===== src/rtl/fft_pkg.sv =====
// Shared definitions for the FFT input/commutator stages: default sizes,
// derived widths and the IDLE/FILL/PAIR state encoding.
package fft_pkg;

    localparam int DATA_W_DEF = 8;
    localparam int N_DEF      = 8;

    // Width of a pair/twiddle index for frame length n (at least one bit).
    function automatic int idx_w(input int n);
        return (n <= 2) ? 1 : $clog2(n / 2);
    endfunction

    // Width of the in-frame sample counter for frame length n.
    function automatic int cnt_w(input int n);
        return (n <= 2) ? 1 : $clog2(n);
    endfunction

    localparam int IDX_W_DEF = idx_w(N_DEF);

    typedef enum logic [1:0] {
        ST_IDLE = 2'd0,
        ST_FILL = 2'd1,
        ST_PAIR = 2'd2
    } fft_state_t;

endpackage


===== src/rtl/fft_pair_commutator_if.sv =====
// Serial sample stream in, butterfly pair stream out.
interface fft_pair_commutator_if
    import fft_pkg::*;
#(
    parameter int DATA_W = DATA_W_DEF,
    parameter int IDX_W  = IDX_W_DEF
);
    logic              in_valid;
    logic              in_sof;
    logic [DATA_W-1:0] in_data;
    logic              out_valid;
    logic [DATA_W-1:0] out_a;
    logic [DATA_W-1:0] out_b;
    logic [IDX_W-1:0]  out_index;
    logic              out_sof;
    logic              out_eof;
    logic              frame_err;

    modport master (
        output in_valid, in_sof, in_data,
        input  out_valid, out_a, out_b, out_index, out_sof, out_eof, frame_err
    );

    modport slave (
        input  in_valid, in_sof, in_data,
        output out_valid, out_a, out_b, out_index, out_sof, out_eof, frame_err
    );
endinterface


===== src/rtl/fft_pair_buffer.sv =====
// First-half frame store: one synchronous write port, one combinational read.
module fft_pair_buffer #(
    parameter int DATA_W = 8,
    parameter int AW     = 2
) (
    input  logic              clk,
    input  logic              wr_en,
    input  logic [AW-1:0]     wr_addr,
    input  logic [DATA_W-1:0] wr_data,
    input  logic [AW-1:0]     rd_addr,
    output logic [DATA_W-1:0] rd_data
);
    // Contents are don't-care after reset, so the array carries no reset.
    logic [DATA_W-1:0] mem [2**AW];

    always_ff @(posedge clk) begin
        if (wr_en) begin
            mem[wr_addr] <= wr_data;
        end
    end

    assign rd_data = mem[rd_addr];
endmodule


===== src/rtl/fft_pair_commutator.sv =====
// Buffers the first half of each N-sample frame, then emits (x[k], x[k+N/2], k)
// one cycle after each second-half sample is accepted.
//
// state | meaning
// IDLE  | waiting for in_sof; samples without it are dropped
// FILL  | storing x[0..N/2-1] into the buffer
// PAIR  | pairing each incoming x[k+N/2] with buffered x[k]
module fft_pair_commutator
    import fft_pkg::*;
#(
    parameter int DATA_W = DATA_W_DEF,
    parameter int N      = N_DEF
) (
    input logic clk,
    input logic rst_n,
    fft_pair_commutator_if.slave bus
);
    localparam int IDX_W = idx_w(N);
    localparam int CNT_W = cnt_w(N);
    localparam int HALF  = N / 2;

    fft_state_t        state, state_nxt;
    logic [CNT_W-1:0]  cnt, cnt_nxt;
    logic [IDX_W-1:0]  k, wr_addr;
    logic              wr_en, emit, abort;
    logic [DATA_W-1:0] rd_data;

    assign k = IDX_W'(cnt - CNT_W'(HALF));

    always_comb begin
        state_nxt = state;
        cnt_nxt   = cnt;
        wr_en     = 1'b0;
        wr_addr   = IDX_W'(cnt);
        emit      = 1'b0;
        abort     = 1'b0;
        if (bus.in_valid) begin
            if (bus.in_sof) begin
                // Any in_sof restarts the frame; only a mid-frame one is an error.
                abort     = (state != ST_IDLE);
                wr_en     = 1'b1;
                wr_addr   = '0;
                cnt_nxt   = CNT_W'(1);
                state_nxt = (HALF == 1) ? ST_PAIR : ST_FILL;
            end else begin
                unique case (state)
                    ST_IDLE: ;
                    ST_FILL: begin
                        wr_en   = 1'b1;
                        cnt_nxt = cnt + CNT_W'(1);
                        if (cnt == CNT_W'(HALF - 1)) begin
                            state_nxt = ST_PAIR;
                        end
                    end
                    ST_PAIR: begin
                        emit = 1'b1;
                        if (cnt == CNT_W'(N - 1)) begin
                            cnt_nxt   = '0;
                            state_nxt = ST_IDLE;
                        end else begin
                            cnt_nxt = cnt + CNT_W'(1);
                        end
                    end
                    default: state_nxt = ST_IDLE;
                endcase
            end
        end
    end

    always_ff @(posedge clk or negedge rst_n) begin
        if (!rst_n) begin
            state <= ST_IDLE;
            cnt   <= '0;
        end else begin
            state <= state_nxt;
            cnt   <= cnt_nxt;
        end
    end

    always_ff @(posedge clk or negedge rst_n) begin
        if (!rst_n) begin
            bus.out_valid <= 1'b0;
            bus.out_a     <= '0;
            bus.out_b     <= '0;
            bus.out_index <= '0;
            bus.out_sof   <= 1'b0;
            bus.out_eof   <= 1'b0;
            bus.frame_err <= 1'b0;
        end else begin
            bus.out_valid <= emit;
            bus.out_sof   <= emit && (k == '0);
            bus.out_eof   <= emit && (k == IDX_W'(HALF - 1));
            bus.frame_err <= abort;
            if (emit) begin
                bus.out_a     <= rd_data;
                bus.out_b     <= bus.in_data;
                bus.out_index <= k;
            end
        end
    end

    fft_pair_buffer #(
        .DATA_W (DATA_W),
        .AW     (IDX_W)
    ) u_buf (
        .clk     (clk),
        .wr_en   (wr_en),
        .wr_addr (wr_addr),
        .wr_data (bus.in_data),
        .rd_addr (k),
        .rd_data (rd_data)
    );
endmodule

===== src/flat_wrapper.sv =====
// flat-port wrapper written by rule: the top's interface ports become plain ports
module fft_pair_commutator_flat import fft_pkg::*;
#(
    parameter int DATA_W = DATA_W_DEF,
    parameter int N      = N_DEF
)
  (clk, rst_n, bus_in_valid, bus_in_sof, bus_in_data, bus_out_valid, bus_out_a, bus_out_b, bus_out_index, bus_out_sof, bus_out_eof, bus_frame_err);
  fft_pair_commutator_if #(.DATA_W(DATA_W)) bus_i ();
  input logic clk;
  input logic rst_n;
  input wire logic [$bits(bus_i.in_valid)-1:0] bus_in_valid;
  input wire logic [$bits(bus_i.in_sof)-1:0] bus_in_sof;
  input wire logic [$bits(bus_i.in_data)-1:0] bus_in_data;
  output wire logic [$bits(bus_i.out_valid)-1:0] bus_out_valid;
  output wire logic [$bits(bus_i.out_a)-1:0] bus_out_a;
  output wire logic [$bits(bus_i.out_b)-1:0] bus_out_b;
  output wire logic [$bits(bus_i.out_index)-1:0] bus_out_index;
  output wire logic [$bits(bus_i.out_sof)-1:0] bus_out_sof;
  output wire logic [$bits(bus_i.out_eof)-1:0] bus_out_eof;
  output wire logic [$bits(bus_i.frame_err)-1:0] bus_frame_err;
  assign bus_i.in_valid = bus_in_valid;
  assign bus_i.in_sof = bus_in_sof;
  assign bus_i.in_data = bus_in_data;
  assign bus_out_valid = bus_i.out_valid;
  assign bus_out_a = bus_i.out_a;
  assign bus_out_b = bus_i.out_b;
  assign bus_out_index = bus_i.out_index;
  assign bus_out_sof = bus_i.out_sof;
  assign bus_out_eof = bus_i.out_eof;
  assign bus_frame_err = bus_i.frame_err;
  fft_pair_commutator #(.DATA_W(DATA_W), .N(N)) u_core (.clk(clk), .rst_n(rst_n), .bus(bus_i));
endmodule

===== config.mk =====
export PLATFORM = sky130hd
export DESIGN_NAME = fft_pair_commutator_flat
export DESIGN_NICKNAME = d
export VERILOG_FILES = /design/src/rtl/fft_pkg.sv /design/src/rtl/fft_pair_commutator_if.sv /design/src/rtl/fft_pair_buffer.sv /design/src/rtl/fft_pair_commutator.sv /design/src/flat_wrapper.sv
export SDC_FILE = /design/constraint.sdc
export NUM_CORES = 1
export LEC_CHECK = 0
export BUFFER_PORTS_ARGS = -buffer_cell sky130_fd_sc_hd__buf_4
export CAP_MARGIN = 25
export CORE_MARGIN = 1
export CORE_UTILIZATION = 50
export CTS_CLUSTER_SIZE = 28
export DETAILED_ROUTE_END_ITERATION = 6
export PLACE_DENSITY = 0.74
export SYNTH_ARGS = -nofsm -noshare
export SYNTH_HDL_FRONTEND = slang
export SYNTH_SLANG_ARGS = --single-unit

===== constraint.sdc =====
create_clock -name clk -period 2.1 [get_ports clk]
set_input_delay 0.105 -clock clk [delete_from_list [all_inputs] [get_ports clk]]
set_output_delay 0.105 -clock clk [all_outputs]
set_load 0.01 [all_outputs]

==> results of run 1 <==
==> path summary, 6_finish.rpt <==
check / start / end / cells after the start
setup / recovery: u_core.state[1] / u_core.u_buf.mem[3][4] / 3
hold / removal: bus_in_sof / u_core.state[1] / 2
setup reg to reg: u_core.state[1] / u_core.u_buf.mem[3][4] / 3
hold reg to reg: u_core.bus.out_b[2] / u_core.bus.out_b[2] / 1
max in group asynchronous: rst_n / u_core.cnt[1] / 2
min in group asynchronous: rst_n / u_core.bus.out_a[3] / 2
==> metal layers <==
metal	share of wire (%)	GRT usage, %	vias up
li1	-	-	590
met1	41	23.0	645
met2	53	31.3	31
met3	3.7	4.62	14
met4	2.9	13.2	0
met5	0	0	-
==> cells by family after synthesis <==
| group | synth area share [%] |
|---|---|
| and+or+nand+nor | 5.17 |
| DFF | 69.8 |
| buffers and inverters | 2.93 |
| AOI/OAI and AO/OA | 2.56 |
| muxes | 17.1 |
| adders and majority gates | 2.13 |
| xor gates and xnor gates | 0.373 |
==> layout make-up <==
| class | count | area (um2) | share of cell area [%] |
|---|---|---|---|
| flip-flops and latches | 59 | 1640 | 56.5 |
| multi-input cells | 59 | 641 | 22.1 |
| repair buffers | 46 | 368 | 12.7 |
| clock buffers | 13 | 159 | 5.48 |
| well taps | 52 | 65.1 | 2.24 |
| clock inverters | 3 | 15.0 | 0.518 |
| inverters | 4 | 15.0 | 0.518 |
==> sequential cells by signal (all words and copies together), names as in the netlist, 2 cells and up <==
register and flops:
u_core.bus.out_index 2, u_core.u_buf.mem 32, u_core.bus.out_a 8, u_core.bus.out_b 8, u_core.state 2, u_core.cnt 3
==> cells in the mapped netlist (2+ instances only) <==
library cell | instances | area, um2
edfxtp_1 | 32 | 961
dfrtp_1 | 27 | 676
mux2_2 | 17 | 191
mux4_2 | 7 | 158
buf_6 | 4 | 45.0
ha_1 | 4 | 50.1
and2_1 | 3 | 18.8
and3_1 | 3 | 18.8
inv_1 | 3 | 11.3
nand2_1 | 3 | 11.3
nor2_1 | 3 | 11.3
a31oi_1 | 2 | 12.5
nor3b_1 | 2 | 15.0
o211ai_1 | 2 | 15.0
o21ai_0 | 2 | 10.0
==> metrics by stage <==
stage,utilization (%),area (um2)
floorplan,-,2350
global placement,59.3,2640
detailed placement,59.3,2640
CTS,65.2,2900
global route,65.2,2900
finish,65.2,2900
==> worst max-delay path, cell delays in order, from the launching register on <==
cell	delay [ns]
dfrtp_1	0.44
and2b_1	0.27
nor3b_1	0.32
and3_1	0.49
==> power groups by stage <==
stage / registers (uW) / logic [uW] / clock network (uW)
2_1_floorplan: 1670 / 505 / 0
3_3_place_gp: 1620 / 893 / 0
3_5_place_dp: 1640 / 927 / 0
4_1_cts: 1620 / 945 / 908
5_1_grt: 1640 / 1000 / 948
6_report: 1610 / 928 / 890
==> metrics, run 1 <==
Die X-Extent=70.5 um; Worst Path Arrival=1.85 ns; register area share after synthesis=69.8%; Rows=24; first-pass GRT wire length=between 6 and 7 mm; crit path max fanout=8; static leakage=0.00125 uW; Placeable Area=4440 um2; Hold WS=0.0370 ns; CTS Sinks=59; Int Pwr=approximately 2500 uW; crit path kind=reg2reg; Slew @ Worst Pin=0.498 ns; Final WS setup=0.221 ns; Gate Count Post-Synth=128; Clock Path Buffers=2; Period Utilization, post-route=89.5%; syn_area_per_cell=18.3 um2; Hold Vio Cnt, Final=0; Initial Utilization=52.8%; post-detail-place hpwl=2.77 mm; P_sw=948 uW; placed cell count=211; Ys Warns=0; Post-CTS Hold Fix Bufs=9; pre-CTS setup slack=0.262 ns; worst reg2reg setup slack=0.22 ns; Post-synth ARST share=45.8%; CTS clock-pin slew for the worst setup and hold paths=0.06 ns; layout net count=roughly 200; DR WL/cell=around 18 um; worst-skew pair later-pin latency=roughly 0.33 ns; Post-Layout Cell Count=around 240; CP Capture Type=register; syn_nets=144; Setup-failing EPs final=0; Yosys cell types=29; failing checks=DRC; fillers=326; Max Cap Viol=0; sw frac=27.6%; RePlAce Congestion=0.747; most common cell after layout, fill and taps aside=buf_4; Area growth, synth to finish=23.6%; gr usage total=approximately a fifth; Yosys reg bits=59; CTS H-tree depth=3; total power=around 3400 uW; initial antenna violation count=0; CTS tree=built; Clock Power Share=approximately 26%; Vias=1,280; CTS buffer count=9; post-route clock skew=roughly 0.0071 ns; Buffers on Ports=33; vias per cell=5.42; most frequent cells in the layout=buf_4, edfxtp_1, dfrtp_1, mux2_2, clkbuf_8; Detailed Route Iter0 Violations=80; Root Driver=clkbuf_8; Main synth FF type=edfxtp_1; GRT Residual Overflow=0; total wire length=4.15 mm; post-route minimum period=1.88 ns; fmax=around 0.53 GHz; post-route ant nets=0; Sum Neg Setup Slack=0 ns; height of the chip=70.5 um; RSZ-0062 raised after global routing=false; first-pass detailed-route iteration total=6; Post-CTS Repair Setup Buffers=0; data required time of the worst path=between 2 and 2.5 ns; Ant. Diodes=0; HP Class=in2reg; vias in the first global route=1,341; Critical Path Source Type=register; share of cells above drive strength 1=42.4%; pin count of the biggest net entering global routing=28; Slew HR=66.7%; Gate power share=27.0%; status=complete, but fails checks; DR DRC count=8; PD cells=1180 nW/um2; Die Area=~5000 um2; VDD IR-drop max=just over 0.4 mV; Top Ports=34; Max Slew Vio Count=0; Post-Syn Area=~2300 um2; PostCTS Resize Cnt=0; Flop pwr share=47.0%; Post-synth EDFFs=32
No activity file was read; power rests on OpenSTA's default activity.
==> run 2: changes to the inputs <==
BUFFER_PORTS_ARGS = unset   (was -buffer_cell sky130_fd_sc_hd__buf_4)
DONT_BUFFER_PORTS = 1   (was unset)
PLACE_DENSITY = 0.68   (was 0.74)
SYNTH_HIERARCHICAL = 1   (was unset)
==> run 2 against run 1 <==
  * The run now ends clean
  * Sequential share of layout area increased by 1.9 points
  * Die area up 3.1%
  * Via count down 5.7%
  * Synthesized area rose by 3.2%
  * Hold slack worse by 0.0042 ns
  * Highest routed layer unchanged
==> metrics, run 2 <==
syn_area_per_cell=approximately 19 um2; Largest regs=u_core/u_buf/mem (32), u_core/bus.out_a (8), u_core/bus.out_b (8); Main synth FF type=edfxtp_1; DR WL/cell=19.4 um; most frequent cells in the layout=edfxtp_1, dfrtp_1, mux2_4, dlygate4sd3_1, clkbuf_8; layout net count=167; Largest Register=u_core/u_buf/mem; Yosys cell types=28; crit path max fanout=6; Ys Warns=6; fmax=0.544 GHz; Top Usage Layer GRT=met2; Post-CTS Hold Fix Bufs=12; post-route ant nets=0; vias per cell=a little under 6; share of cells above drive strength 1=29.5%; Buffers on Ports=0; Slew @ Worst Pin=0.488 ns; post-detail-place hpwl=between 2 and 2.5 mm; Slew HR=67.5%; height of the chip=71.6 um; CTS clock-pin slew for the worst setup and hold paths=0.06 ns; Critical Path Source Type=register; Max Cap Viol=0; Post-CTS Repair Setup Buffers=0; Worst Path Arrival=1.89 ns; Die Area=5120 um2; post-route minimum period=1.84 ns; Yosys reg bits=59; total wire length=4.03 mm; CTS Sinks=between 50 and 60; Top Ports=34; static leakage=0.00117 uW; met1 GRT Util=23.2%; max reg flops=32; VDD IR-drop max=0.596 mV; post-route clock skew=0.00614 ns; Detailed Route Iter0 Violations=53; cell with the most instances after synthesis=edfxtp_1; syn_nets=145; PostCTS Resize Cnt=0; worst-skew pair later-pin latency=0.34 ns; top cells by count, synth=edfxtp_1, dfrtp_1, mux2_4; Sequential cell area=1640 um2; critical path's top delay family=simple AND/OR/NAND/NOR gates; Post-Syn Area=about 2400 um2; Post-synth ARST share=45.8%; Area contributors post-synth=edfxtp_1, dfrtp_1, mux2_4; Ant. Diodes=0; Rows=24; crit path buf inv count=1; post-synth top area cell=edfxtp_1; grt met2 use=27.5%; CP max stage delay=0.47 ns; Max Slew Vio Count=0; Placeable Area=roughly 4500 um2; register area share after synthesis=67.6%; crit path kind=reg2reg; Root Driver=clkbuf_8; Post-synth EDFFs=32; gr usage total=between 10% and 20%; top cell type's share of synthesized area=39.7%; fin util=approximately 62%; CP Capture Type=register; HP Class=in2reg; Area growth, synth to finish=15.9%; PD cells=1290 nW/um2; Sum Neg Setup Slack=0 ns; CTS tree=built; DR DRC count=0; most common cell after layout, fill and taps aside=edfxtp_1; vias in the first global route=~1.3k; first-pass GRT wire length=approximately 6.6 mm; Die X-Extent=71.6 um; Vias=1,207; RePlAce Congestion=0.759; crit path cell chain=nand2b_1, a21oi_1, nor3b_1, buf_4; Slowest-stage cell, CP=dfrtp_1; CTS buffer count=9; initial antenna violation count=0; Hold Vio Cnt, Final=0; Initial Utilization=53.8%; Gate Count Post-Synth=about 130; CTS H-tree depth=3; GRT Residual Overflow=0; first-pass detailed-route iteration total=5; Period Utilization, post-route=~90%; Clock Path Buffers=2; total power=approximately 3600 uW; Setup-failing EPs final=0; status=completed; data required time of the worst path=about 2.2 ns; RSZ-0062 raised after global routing=false; fillers=336; pin count of the biggest net entering global routing=28; area of the multi-input gates=711 um2; GR Layer Usage met3=8.58%
==> run 2: cell count changes after synthesis, sizes merged, moves of 2 or more <==
| cell | delta |
|---|---|
| inv | +2 |
| nand2b | +3 |
| and3b | +2 |
| o211ai | -2 |
| and3 | -2 |
| a21oi | +4 |
| a31oi | -2 |
| o32ai | +2 |
==> run 2: worst paths after layout <==
path	cells after the start	from	slack, ns	end
setup / recovery	4	u_core/state[1]	0.26	u_core/u_buf/mem[0][1]
hold reg to reg	2	u_core/cnt[2]	0.55	u_core/cnt[2]
max in group asynchronous	2	rst_n	1.72	u_core/bus.out_index[0]
min in group asynchronous	2	rst_n	0.21	u_core/bus.out_a[2]
setup reg to reg	4	u_core/state[1]	0.26	u_core/u_buf/mem[0][1]
hold / removal	2	bus_in_valid	0.03	u_core/cnt[0]
==> run 2: layout make-up <==
| cell class | count | share of cell area [%] |
|---|---|---|
| flip-flops and latches | 59 | 58.3 |
| multi-input cells | 60 | 25.3 |
| well taps | 52 | 2.32 |
| clock inverters | 5 | 2.72 |
| inverters | 6 | 0.803 |
| clock buffers | 11 | 5.04 |
| repair buffers | 15 | 5.44 |
==> run 2: report_power, final <==
group          switching [uW]  leakage, uW  internal (uW)
sequential                277     0.000654           1490
clock                     426     0.000107            694
combinational             285     0.000406            454
total                     987      0.00117           2640
==> run 2: cells by family (layout without fill, tap and decap cells) <==
group | count (synthesis) | in the layout | synth area share [%]
fa+ha+maj | 4 | 4 | 2.07
mux | 26 | 26 | 18.4
buf+inv | 10 | 37 | 3.05
xor+xnor | 1 | 1 | 0.362
flops | 59 | 59 | 67.6
compound gates | 13 | 13 | 3.51
simple gates | 16 | 16 | 4.96
==> run 2: metal layers <==
| layer | up-vias | part of all wire, % |
|---|---|---|
| li1 | 533 | - |
| met1 | 615 | 43 |
| met5 | - | 0 |
| met3 | 15 | 6.3 |
| met2 | 44 | 49 |
| met4 | 0 | 1.9 |
==> run 2: metrics by stage <==
stage	hold WS, ns	cell area (um2)	cells	worst slack [ns]
3_3_place_gp	-0.190	2460	180	0.311
5_1_grt	0.0289	2810	208	0.102
4_1_cts	0.0135	2810	208	0.248
6_report	0.0328	2810	208	0.262
2_1_floorplan	-0.191	2420	129	0.147
3_5_place_dp	-0.190	2460	180	0.253
==> run 3: changes to the inputs <==
BUFFER_PORTS_ARGS = -buffer_cell sky130_fd_sc_hd__buf_4   (was unset)
DONT_BUFFER_PORTS = unset   (was 1)
PLACE_DENSITY = 0.74   (was 0.68)
==> run 3 against run 2 <==
  * Count of clock-buffer cells in the layout unchanged
  * Clock skew hardly changed
  * Clock power is essentially flat
  * Global-route usage rose by 0.17 points
  * Critical path depth is the same
  * Non-clock buffer count is 31 higher
  * Hold slack improved by 0.057 ns
  * Final area is 7.7% higher
  * Die area did not move
  * Highest routed layer unchanged
  * Core utilization rose by 4.8 points
  * Wire length rose by 2.3%
  * Worst setup slack improved by 0.012 ns
==> metrics, run 3 (synthesized netlist as in run 2, its figures left out) <==
status=completed; Max Used Layer=met4; vias in the first global route=1,364; vias per cell=5.43; Initial Utilization=53.8%; Slew @ Worst Pin=~0.50 ns; Top Ports=34; crit path max fanout=6; Hold Vio Cnt, Final=0; max reg flops=32; Largest regs=u_core/u_buf/mem (32), u_core/bus.out_a (8), u_core/bus.out_b (8); dpl cell area=2710 um2; fillers=308; RSZ-0062 raised after global routing=false; Hold WS=0.0900 ns; Max Cap Viol=0; Clock Path Buffers=2; post-route clock skew=0.00648 ns; GRT Residual Overflow=0; crit path kind=reg2reg; Setup-failing EPs final=0; HP Class=in2reg; Post-Layout Cell Count=239; DR DRC count=0; total wire length=4.12 mm; Die Area=between 5000 and 6000 um2; Die X-Extent=71.6 um; Slowest-stage cell, CP=dfrtp_1; VDD IR-drop max=between 0.6 and 0.7 mV; Vias=1,298; DR WL/cell=approximately 17 um; Detailed Route Iter0 Violations=60; Rows=24; Max Slew Vio Count=0; CP max stage delay=0.47 ns; share of cells above drive strength 1=between 40% and 50%; pin count of the biggest net entering global routing=28; Placeable Area=approximately 4500 um2; crit path cell chain=nand2b_1, a21oi_1, nor3b_1, buf_4; gr usage total=18.7%; Largest Register=u_core/u_buf/mem; crit path from=u_core/state[1]; most common cell after layout, fill and taps aside=buf_4; Buffers on Ports=33; CP Capture Type=register; post-route ant nets=0; PD cells=between 1000 and 1500 nW/um2; first-pass GRT wire length=between 6 and 7 mm; critical path's top delay family=simple AND/OR/NAND/NOR gates; Period Utilization, post-route=87.0%; static leakage=roughly 0.0013 uW; CTS tree=built; HP Start=bus_in_sof; Root Driver=clkbuf_8; initial antenna violation count=0; total power=about 3800 uW; Slew HR=66.8%; CTS buffer count=9; first-pass detailed-route iteration total=4; post-route minimum period=1.83 ns; crit path buf inv count=1; Post-CTS Repair Setup Buffers=0; data required time of the worst path=2.14 ns; CTS Sinks=between 50 and 60; RePlAce Congestion=0.748; worst-skew pair later-pin latency=around 0.33 ns; Design Area, Final=3020 um2; fmax=0.547 GHz; post-detail-place hpwl=2.76 mm; layout net count=198; Critical Path Source Type=register; Area growth, synth to finish=24.8%; met3 wire len=206 um; Ant. Diodes=0; height of the chip=71.6 um; placed cell count=214; Sum Neg Setup Slack=0 ns; CTS clock-pin slew for the worst setup and hold paths=0.06 ns; most frequent cells in the layout=buf_4, edfxtp_1, dfrtp_1, mux2_4, clkbuf_8; Worst Path Arrival=between 1.5 and 2 ns; routed wire length on met2=2.13 mm; CTS H-tree depth=3; worst r2r src=u_core/state[1]; M1 wire length=1.74 mm
run 3: cell types whose count changed in the layout (fill, tap and decap cells not counted):
| cell | before | now |
|---|---|---|
| buf_4 | 3 | 37 |
| dlygate4sd3_1 | 11 | 9 |
| buf_12 | 1 | 0 |
run 3: tightest hold or removal path, cell delays in order:
cell	delay, ns
buf_4	0.12
nand2_1	0.09
nand2_1	0.07
run 3: power by group:
part / switching (uW) / internal, uW / total, uW
Combinational: 432 / 620 / 1050
Clock: 417 / 694 / 1110
Sequential: 172 / 1490 / 1660
Total: 1020 / 2810 / 3830
run 3: worst paths after layout:
kind / slack [ns] / endpoint / depth (start not counted)
max reg2reg: 0.27 / u_core/u_buf/mem[0][5] / 4
max in group asynchronous: 1.59 / u_core/bus.out_b[2] / 2
min: 0.09 / u_core/state[0] / 3
min in group asynchronous: 0.24 / u_core/bus.out_a[3] / 2
min reg2reg: 0.50 / u_core/bus.out_b[5] / 1
max: 0.27 / u_core/u_buf/mem[0][5] / 4
run 3: layout make-up:
cell class              count  area [um2]  area share (%)
flip-flops and latches     59        1640            54.2
clock buffers              11         141            4.68
well taps                  52        65.1            2.15
repair buffers             46         368            12.2
inverters                   6        22.5           0.746
clock inverters             5        76.3            2.53
multi-input cells          60         711            23.5
run 3: through the flow:
| stage | worst slack, ns | util, % |
|---|---|---|
| global placement | 0.390 | 60.2 |
| finish | 0.273 | 67.1 |
| global route | 0.151 | 67.1 |
| CTS | 0.289 | 67.1 |
| detailed placement | 0.304 | 60.2 |
| floorplan | 0.147 | - |
run 3: what timing repair did:
item	CTS	global route
resized for setup	0	0
hold endpoints to repair	59	0
hold buffers	9	0
run 3: per-layer routing:
metal / up-vias / GRT usage [%]
li1: 593 / -
met1: 653 / 23.5
met2: 46 / 30.7
met3: 6 / 5.06
met4: 0 / 8.50
met5: - / 0
